--- src/rtl/array_writer_if.sv ---
// Write/readback bundle for array_writer: the master drives writes, clear and read address;
// the slave returns ready, readback data and the write-side status.
interface array_writer_if #(
  parameter int WIDTH = 32,
  parameter int DEPTH = 4
);
  localparam int IDXW = $clog2(DEPTH);

  logic [WIDTH-1:0] in_data;
  logic             in_valid;
  logic             in_ready;
  logic             clear;
  logic [IDXW-1:0]  rd_index;
  logic [WIDTH-1:0] rd_data;
  logic [IDXW-1:0]  wr_index;
  logic [IDXW:0]    count;
  logic             full;
  logic             overflow;

  modport master (
    output in_data, in_valid, clear, rd_index,
    input  in_ready, rd_data, wr_index, count, full, overflow
  );

  modport slave (
    input  in_data, in_valid, clear, rd_index,
    output in_ready, rd_data, wr_index, count, full, overflow
  );
endinterface

--- src/rtl/array_writer.sv ---
// DEPTH-entry write array with 1-cycle registered readback; in_ready drops during reset, INIT, clear and FULL.
// Define ARRAY_WRITER_WRAP_EN to overwrite the oldest entry (setting overflow) instead of stopping at FULL.
module array_writer #(
  parameter int WIDTH = 32,
  parameter int DEPTH = 4
) (
  input logic           clk,
  input logic           reset,
  array_writer_if.slave bus
);
  localparam int IDXW = $clog2(DEPTH);
  localparam logic [IDXW:0] DEPTH_C = (IDXW+1)'(DEPTH);

  typedef enum logic [1:0] {INIT, ACCEPT, FULL} state_t;

  state_t           state;
  state_t           state_nxt;
  logic             rdy;
  logic             wr_en;
  logic [WIDTH-1:0] arr [DEPTH];

  always_ff @(posedge clk) begin
    if (reset) state <= INIT;
    else       state <= state_nxt;
  end

  always_comb begin
    state_nxt = state;
    if (bus.clear) begin
      state_nxt = INIT;
    end else begin
      case (state)
        INIT:    state_nxt = ACCEPT;
        ACCEPT: begin
`ifndef ARRAY_WRITER_WRAP_EN
          if (wr_en && bus.count == DEPTH_C - 1'b1) state_nxt = FULL;
`endif
        end
        FULL:    state_nxt = FULL;
        default: state_nxt = INIT;
      endcase
    end
  end

  always_comb begin
    rdy   = (state == ACCEPT) && !bus.clear && !reset;
    wr_en = bus.in_valid && rdy;
  end

  assign bus.in_ready = rdy;

  // Array has no reset of its own; the INIT cycle after reset or clear zeroes it.
  always_ff @(posedge clk) begin
    if (!reset && !bus.clear) begin
      if (state == INIT) begin
        for (int i = 0; i < DEPTH; i++) arr[i] <= '0;
      end else if (wr_en) begin
        arr[bus.wr_index] <= bus.in_data;
      end
    end
  end

  always_ff @(posedge clk) begin
    if (reset) begin
      bus.rd_data  <= '0;
      bus.wr_index <= '0;
      bus.count    <= '0;
      bus.full     <= 1'b0;
      bus.overflow <= 1'b0;
    end else begin
      bus.rd_data <= arr[bus.rd_index];
      if (bus.clear) begin
        bus.overflow <= 1'b0;
      end else if (state == INIT) begin
        bus.wr_index <= '0;
        bus.count    <= '0;
        bus.full     <= 1'b0;
      end else if (wr_en) begin
        bus.wr_index <= bus.wr_index + 1'b1;
        if (bus.count != DEPTH_C) begin
          bus.count <= bus.count + 1'b1;
          bus.full  <= (bus.count == DEPTH_C - 1'b1);
        end
`ifdef ARRAY_WRITER_WRAP_EN
        else begin
          bus.overflow <= 1'b1;
        end
`endif
      end
    end
  end
endmodule

--- src/flat_wrapper.sv ---
// flat-port wrapper written by rule: the top's interface ports become plain ports
module array_writer_flat 
#(
  parameter int WIDTH = 32,
  parameter int DEPTH = 4
)
  (clk, reset, bus_in_data, bus_in_valid, bus_clear, bus_rd_index, bus_in_ready, bus_rd_data, bus_wr_index, bus_count, bus_full, bus_overflow);
  array_writer_if #(.WIDTH(WIDTH), .DEPTH(DEPTH)) bus_i ();
  input logic clk;
  input logic reset;
  input wire logic [$bits(bus_i.in_data)-1:0] bus_in_data;
  input wire logic [$bits(bus_i.in_valid)-1:0] bus_in_valid;
  input wire logic [$bits(bus_i.clear)-1:0] bus_clear;
  input wire logic [$bits(bus_i.rd_index)-1:0] bus_rd_index;
  output wire logic [$bits(bus_i.in_ready)-1:0] bus_in_ready;
  output wire logic [$bits(bus_i.rd_data)-1:0] bus_rd_data;
  output wire logic [$bits(bus_i.wr_index)-1:0] bus_wr_index;
  output wire logic [$bits(bus_i.count)-1:0] bus_count;
  output wire logic [$bits(bus_i.full)-1:0] bus_full;
  output wire logic [$bits(bus_i.overflow)-1:0] bus_overflow;
  assign bus_i.in_data = bus_in_data;
  assign bus_i.in_valid = bus_in_valid;
  assign bus_i.clear = bus_clear;
  assign bus_i.rd_index = bus_rd_index;
  assign bus_in_ready = bus_i.in_ready;
  assign bus_rd_data = bus_i.rd_data;
  assign bus_wr_index = bus_i.wr_index;
  assign bus_count = bus_i.count;
  assign bus_full = bus_i.full;
  assign bus_overflow = bus_i.overflow;
  array_writer #(.WIDTH(WIDTH), .DEPTH(DEPTH)) u_core (.clk(clk), .reset(reset), .bus(bus_i));
endmodule
--- config.mk ---
export PLATFORM = sky130hd
export DESIGN_NAME = array_writer_flat
export DESIGN_NICKNAME = d
export VERILOG_FILES = /design/src/rtl/array_writer_if.sv /design/src/rtl/array_writer.sv /design/src/flat_wrapper.sv
export SDC_FILE = /design/constraint.sdc
export NUM_CORES = 1
export LEC_CHECK = 0
export ABC_AREA = 0
export CELL_PAD_IN_SITES_DETAIL_PLACEMENT = 1
export CELL_PAD_IN_SITES_GLOBAL_PLACEMENT = 1
export CORE_UTILIZATION = 50
export DETAILED_ROUTE_END_ITERATION = 7
export GPL_ROUTABILITY_DRIVEN = 0
export PLACE_DENSITY_LB_ADDON = 0.25
export SETUP_SLACK_MARGIN = 0.1
export SYNTH_ARGS = -nofsm -noshare
export SYNTH_HDL_FRONTEND = slang
export SYNTH_SLANG_ARGS = --single-unit
--- constraint.sdc ---
create_clock -name clk -period 6.7 [get_ports clk]
set_input_delay 2.01 -clock clk [delete_from_list [all_inputs] [get_ports clk]]
set_output_delay 2.01 -clock clk [all_outputs]
set_load 0.1 [all_outputs]
== Word-level counts from Yosys, hierarchy flattened ==
Memory sizes are Yosys's and may differ from the RTL's. A register that Yosys moved wholly into a read port is not among the register bits.
Cells that the tools add are included.

* Add/subtract/negate cells: 2
* Eq/ne operators: 5
* Mux-type cells: 20
* Bitwise gates (word level): 1
* Reductions and logical operators: 14

{| class="wikitable"
|+ Operators with widths
! operator !! count
|-
| two-way mux 32 bit || 1
|-
| OR reduction 32 bit || 1
|-
| two-way mux 1 bit || 11
|-
| two-way mux 3 bit || 3
|-
| two-way mux 2 bit || 4
|-
| one-hot mux 2 bit (3 select lines) || 1
|-
| logical AND 1 bit || 5
|-
| nonzero test 2 bit || 2
|-
| adder 3 x 1 -> 3 bit, second input constant || 1
|-
| equality test 3 x 2 -> 1 bit, second input constant || 1
|-
| inequality test 3 bit, second input constant || 1
|-
| AND reduction 3 bit || 1
|-
| adder 2 x 1 -> 2 bit, second input constant || 1
|-
| equality test 2 x 1 -> 1 bit, second input constant || 1
|-
| equality test 2 bit, second input constant || 1
|-
| zero test 1 bit || 2
|-
| zero test 2 bit || 1
|-
| inequality test 2 x 1 -> 1 bit, second input constant || 1
|-
| AND reduction 2 bit || 1
|-
| OR reduction 2 bit || 1
|-
| inverter 1 bit || 1
|}

* Register bits: 8
* RAM bits: 128
* Input bits: 38
* Output and inout bits: 40
* Logic and storage cells: 47
* Memories kept: 1

{| class="wikitable"
|+ Memories
! memory !! depth !! width !! read ports !! clocked after Yosys merged registers in !! wr ports !! line !! RTL
|-
| u_core.arr || 4 || 32 || 1 || 1 || 4 || array_writer.sv:20 || <nowiki>logic [WIDTH-1:0] arr [DEPTH];</nowiki>
|}

== Depth between registers and ports, before layout ==
* Depth after elaboration: 10
* Mapped depth: 7
* Depth with buffers taken out: 5

== Worst setup path before layout ==
No wires, ideal clock.

* Path kind: in2out
* Start point: in reset
* End point: out bus_in_ready
* Arrival: 3.140 ns
* Required time: 4.690 ns
* Path slack: 1.550 ns
* Cell stages on the path: 3
* Buffers on the path: 1
* Cells stage by stage: clkbuf_1 -> nor2_1 -> and2_1

* Longest elaborated chain between the ends: 2

{| class="wikitable"
|+ RTL lines
! item !! line !! RTL
|-
| from (decl) || flat_wrapper.sv:10 || <nowiki>input logic reset;</nowiki>
|-
| zero test 1 bit || array_writer.sv:46 || <nowiki>rdy = (state == ACCEPT) && !bus.clear && !reset;</nowiki>
|-
| logical AND 1 bit || array_writer.sv:46 ||
|-
| to (decl) || flat_wrapper.sv:15 || <nowiki>output wire logic [$bits(bus_i.in_ready)-1:0] bus_in_ready;</nowiki>
|}

Every way passes these cells.

== Final worst setup path ==
* Start point: in bus_clear
* End point: out bus_in_ready

* Longest elaborated chain between the ends: 3

{| class="wikitable"
|+ RTL lines
! item !! line !! RTL
|-
| from (decl) || flat_wrapper.sv:13 || <nowiki>input wire logic [$bits(bus_i.clear)-1:0] bus_clear;</nowiki>
|-
| zero test 1 bit || array_writer.sv:46 ||
|-
| logical AND 1 bit (2 in series) || array_writer.sv:46 ||
|}

Every way passes these cells.

==> results.toml <==
[route]
wl_per_cell_um = 21.74
vias = 3869
via_per_inst = 5.496
drc = 0
dr.pass1.iters = 4
drt_iter0_drc = 192
drt-total-wl_um = 15310
postRouteAntennaNets = 0

[logic_synthesis]
yosysSeqAreaShare_pct = 66.57
synthTopCellsByArea = "edfxtp_1 55%, dfxtp_1 11%, mux4_2 10%"
synth_ff_type = "edfxtp_1"
syn_area_mm2 = 0.006977
ys_seq_elements = 168
synth_edf_count = 128
synth_common_cells = "128 x edfxtp_1, 97 x and2_1, 40 x dfxtp_1"
ys_types = 34
yosysMostFrequentCell = "edfxtp_1"
synthCells = 441
synthArstFlopShare_pct = 0
synth_top_cell_area_share_pct = 55.09
yosysWarnings = 0
synth_nets = 485
yosys.area.top_type = "edfxtp_1"
avgSynthCellArea_um2 = 15.82

[power]
p_sw_share_pct = 23.27
p_int_uw = 1931
cellPowerDensity_mw_per_mm2 = 296.7
vdd_ir_drop_max_mv = 0.1895
clkPwrFrac_pct = 42.9
seq_power_share_pct = 46.5
power_switching_uw = 585.6
combinationalPowerShare_pct = 10.6
p_leak_uw = 0.003181

[placement]
placed_cell_area_mm2 = 0.007834
port_buffers = 76
hpwl_um = 8028

[floorplan]
core_mm2 = 0.01340
fp.dieH_um = 120.1
initial_utilization_pct = 52.06
rows = 42
die-area_mm2 = 0.01443
pin_count = 78
die_w_um = 120.1

[worst_setup_path]
cp-end-kind = "output pin"
cp_max_fo = 8
path_delay_family = "buffers and inverters"
criticalPathCategory = "input pin to output pin"
slowest_delay_ps = 560
cp_data_required_time_ps = 4690
crit_path_top_delay_cell = "clkdlybuf4s50_1"
cp.buffers_inverters = 2
startpoint_type = "input pin"
arrival_ps = 3350
crit_chain = "clkdlybuf4s50_1 > nor2_1 > and2_1 > buf_4"

[layout]
num-fill-cells = 1244
area_growth_pct = 21.57
drive_gt1_share_pct = 15.72
layout.nets = 559
num_antenna_cells = 0
stdcell_area_mm2 = 0.008482

[global_routing]
grt_max_degree = 44
antenna_found_initial = 0
gr-total-overflow = 0
grt_pass1_wl_um = 23890
grt_pass1_vias = 4304
gr-usage-all-layers_pct = 23.13

[timing]
slew-limit-headroom_pct = 24.83
fin_setup_tns_ps = 0
fin_skew_ps = 10.13
worst_pin_slew_ps = 1126
max_clock_freq_mhz = 186.6
final_max_slew_viol_count = 0
finalCritPeriodShare_pct = 80.00
rsz0062_at_grt = "false"
final.min_clock_period_ps = 5360
hold_viol_final = 0
finalSetupViolCount = 0

[clock_tree]
path_clk_slew_ps = 60
cts_resized = 0
cts_max_level = 4
worst_skew_pair.late_latency_ps = 430
cts_tree = "done"
cts-root-buf = "clkbuf_16"
clock_sinks = 168
ctsHoldBuffers = 0
cts.path.max_buffers = 2
postCtsSetupRepairBufs = 0
cts_made_buffers = 17

[worst_hold_path]
hp-class = "register to register"

[flow_run]
max-cap-violations = 0

[outcome]
status = "finished, final reports clean"
-- registers in the layout (all words and copies together), names as in the netlist --
name,count
u_core.bus.full,1
u_core.arr,128
u_core.state,2
u_core.bus.rd_data,32
u_core.bus.count,3
u_core.bus.wr_index,2
-- power by group through the flow --
stage          sequential, uW  combinational, uW  clock, uW
6_report                 1170                267       1080
5_1_grt                  1170                280       1130
4_1_cts                  1170                270       1090
3_5_place_dp             1190                268          0
3_3_place_gp             1190                265          0
2_1_floorplan            1290               87.0          0
-- path summary, 6_finish.rpt --
| path | start | to | slack [ps] | cells after the start |
|---|---|---|---|---|
| worst max-delay path | bus_clear | bus_in_ready | 1340 | 4 |
| worst min-delay path | u_core.bus.full | u_core.bus.full | 480 | 2 |
| worst max register to register | u_core.state[1] | u_core.arr[2][26] | 3960 | 7 |
| worst min register to register | u_core.bus.full | u_core.bus.full | 480 | 2 |
-- metal layers --
layer,part of all wire [%],up-vias,GRT usage (%)
li1,-,1753,-
met1,42,2005,28.12
met2,53,89,40.41
met3,2.8,22,4.087
met4,1.8,0,9.844
met5,0,-,0
-- per-stage QoR --
stage	utilization (%)	power (uW)	instances	setup WS, ps	hold WS [ps]
finish	63.30	2516	704	1340	484.1
global route	63.30	2585	704	1298	522.8
CTS	63.30	2533	704	1362	488.7
detailed placement	58.46	1460	672	1361	476.5
global placement	58.46	1454	672	1444	465.8
floorplan	-	1373	441	1550	502.3
-- worst min-delay path, cell delays in order, from the launching register on --
cell	delay, ps
dfxtp_1	310
nand2b_1	60
mux2i_1	60
-- logic make-up after synthesis --
family / share of synthesized area, %
and+or+nand+nor: 17.25
DFF: 66.57
muxes: 11.07
buffers and inverters: 2.798
AOI/OAI and AO/OA: 1.184
adders and majority gates: 1.076
other: 0.05375
-- cell usage in the layout (no fill, tap or decap), drive strengths merged --
cell type,count
mux2,1
a41oi,1
and2,97
mux4,32
clkbuf,23
o21ai,2
a21o,3
edfxtp,128
a21boi,1
nand4bb,1
bufinv,5
dfxtp,40
nor4,1
and4bb,1
o21a,1
ha,6
clkinv,4
conb,1
inv,6
nand2b,3
a21oi,1
and3,32
nor2,3
nand2,2
a31oi,1
mux2i,4
nor4b,2
clkdlybuf4s50,72
buf,12
nor2b,34
nand3b,1
o221a,1
nor3,6
-- cell type report --
class	instances	area [um2]	area share, %
clock buffers	23	478.0	5.635
clock inverters	9	170.2	2.006
inverters	6	22.52	0.2655
multi-input cells	238	2143	25.27
flip-flops and latches	168	4644	54.76
well taps	176	220.2	2.596
repair buffers	84	803.3	9.470
No activity file was read; power rests on OpenSTA's default activity.
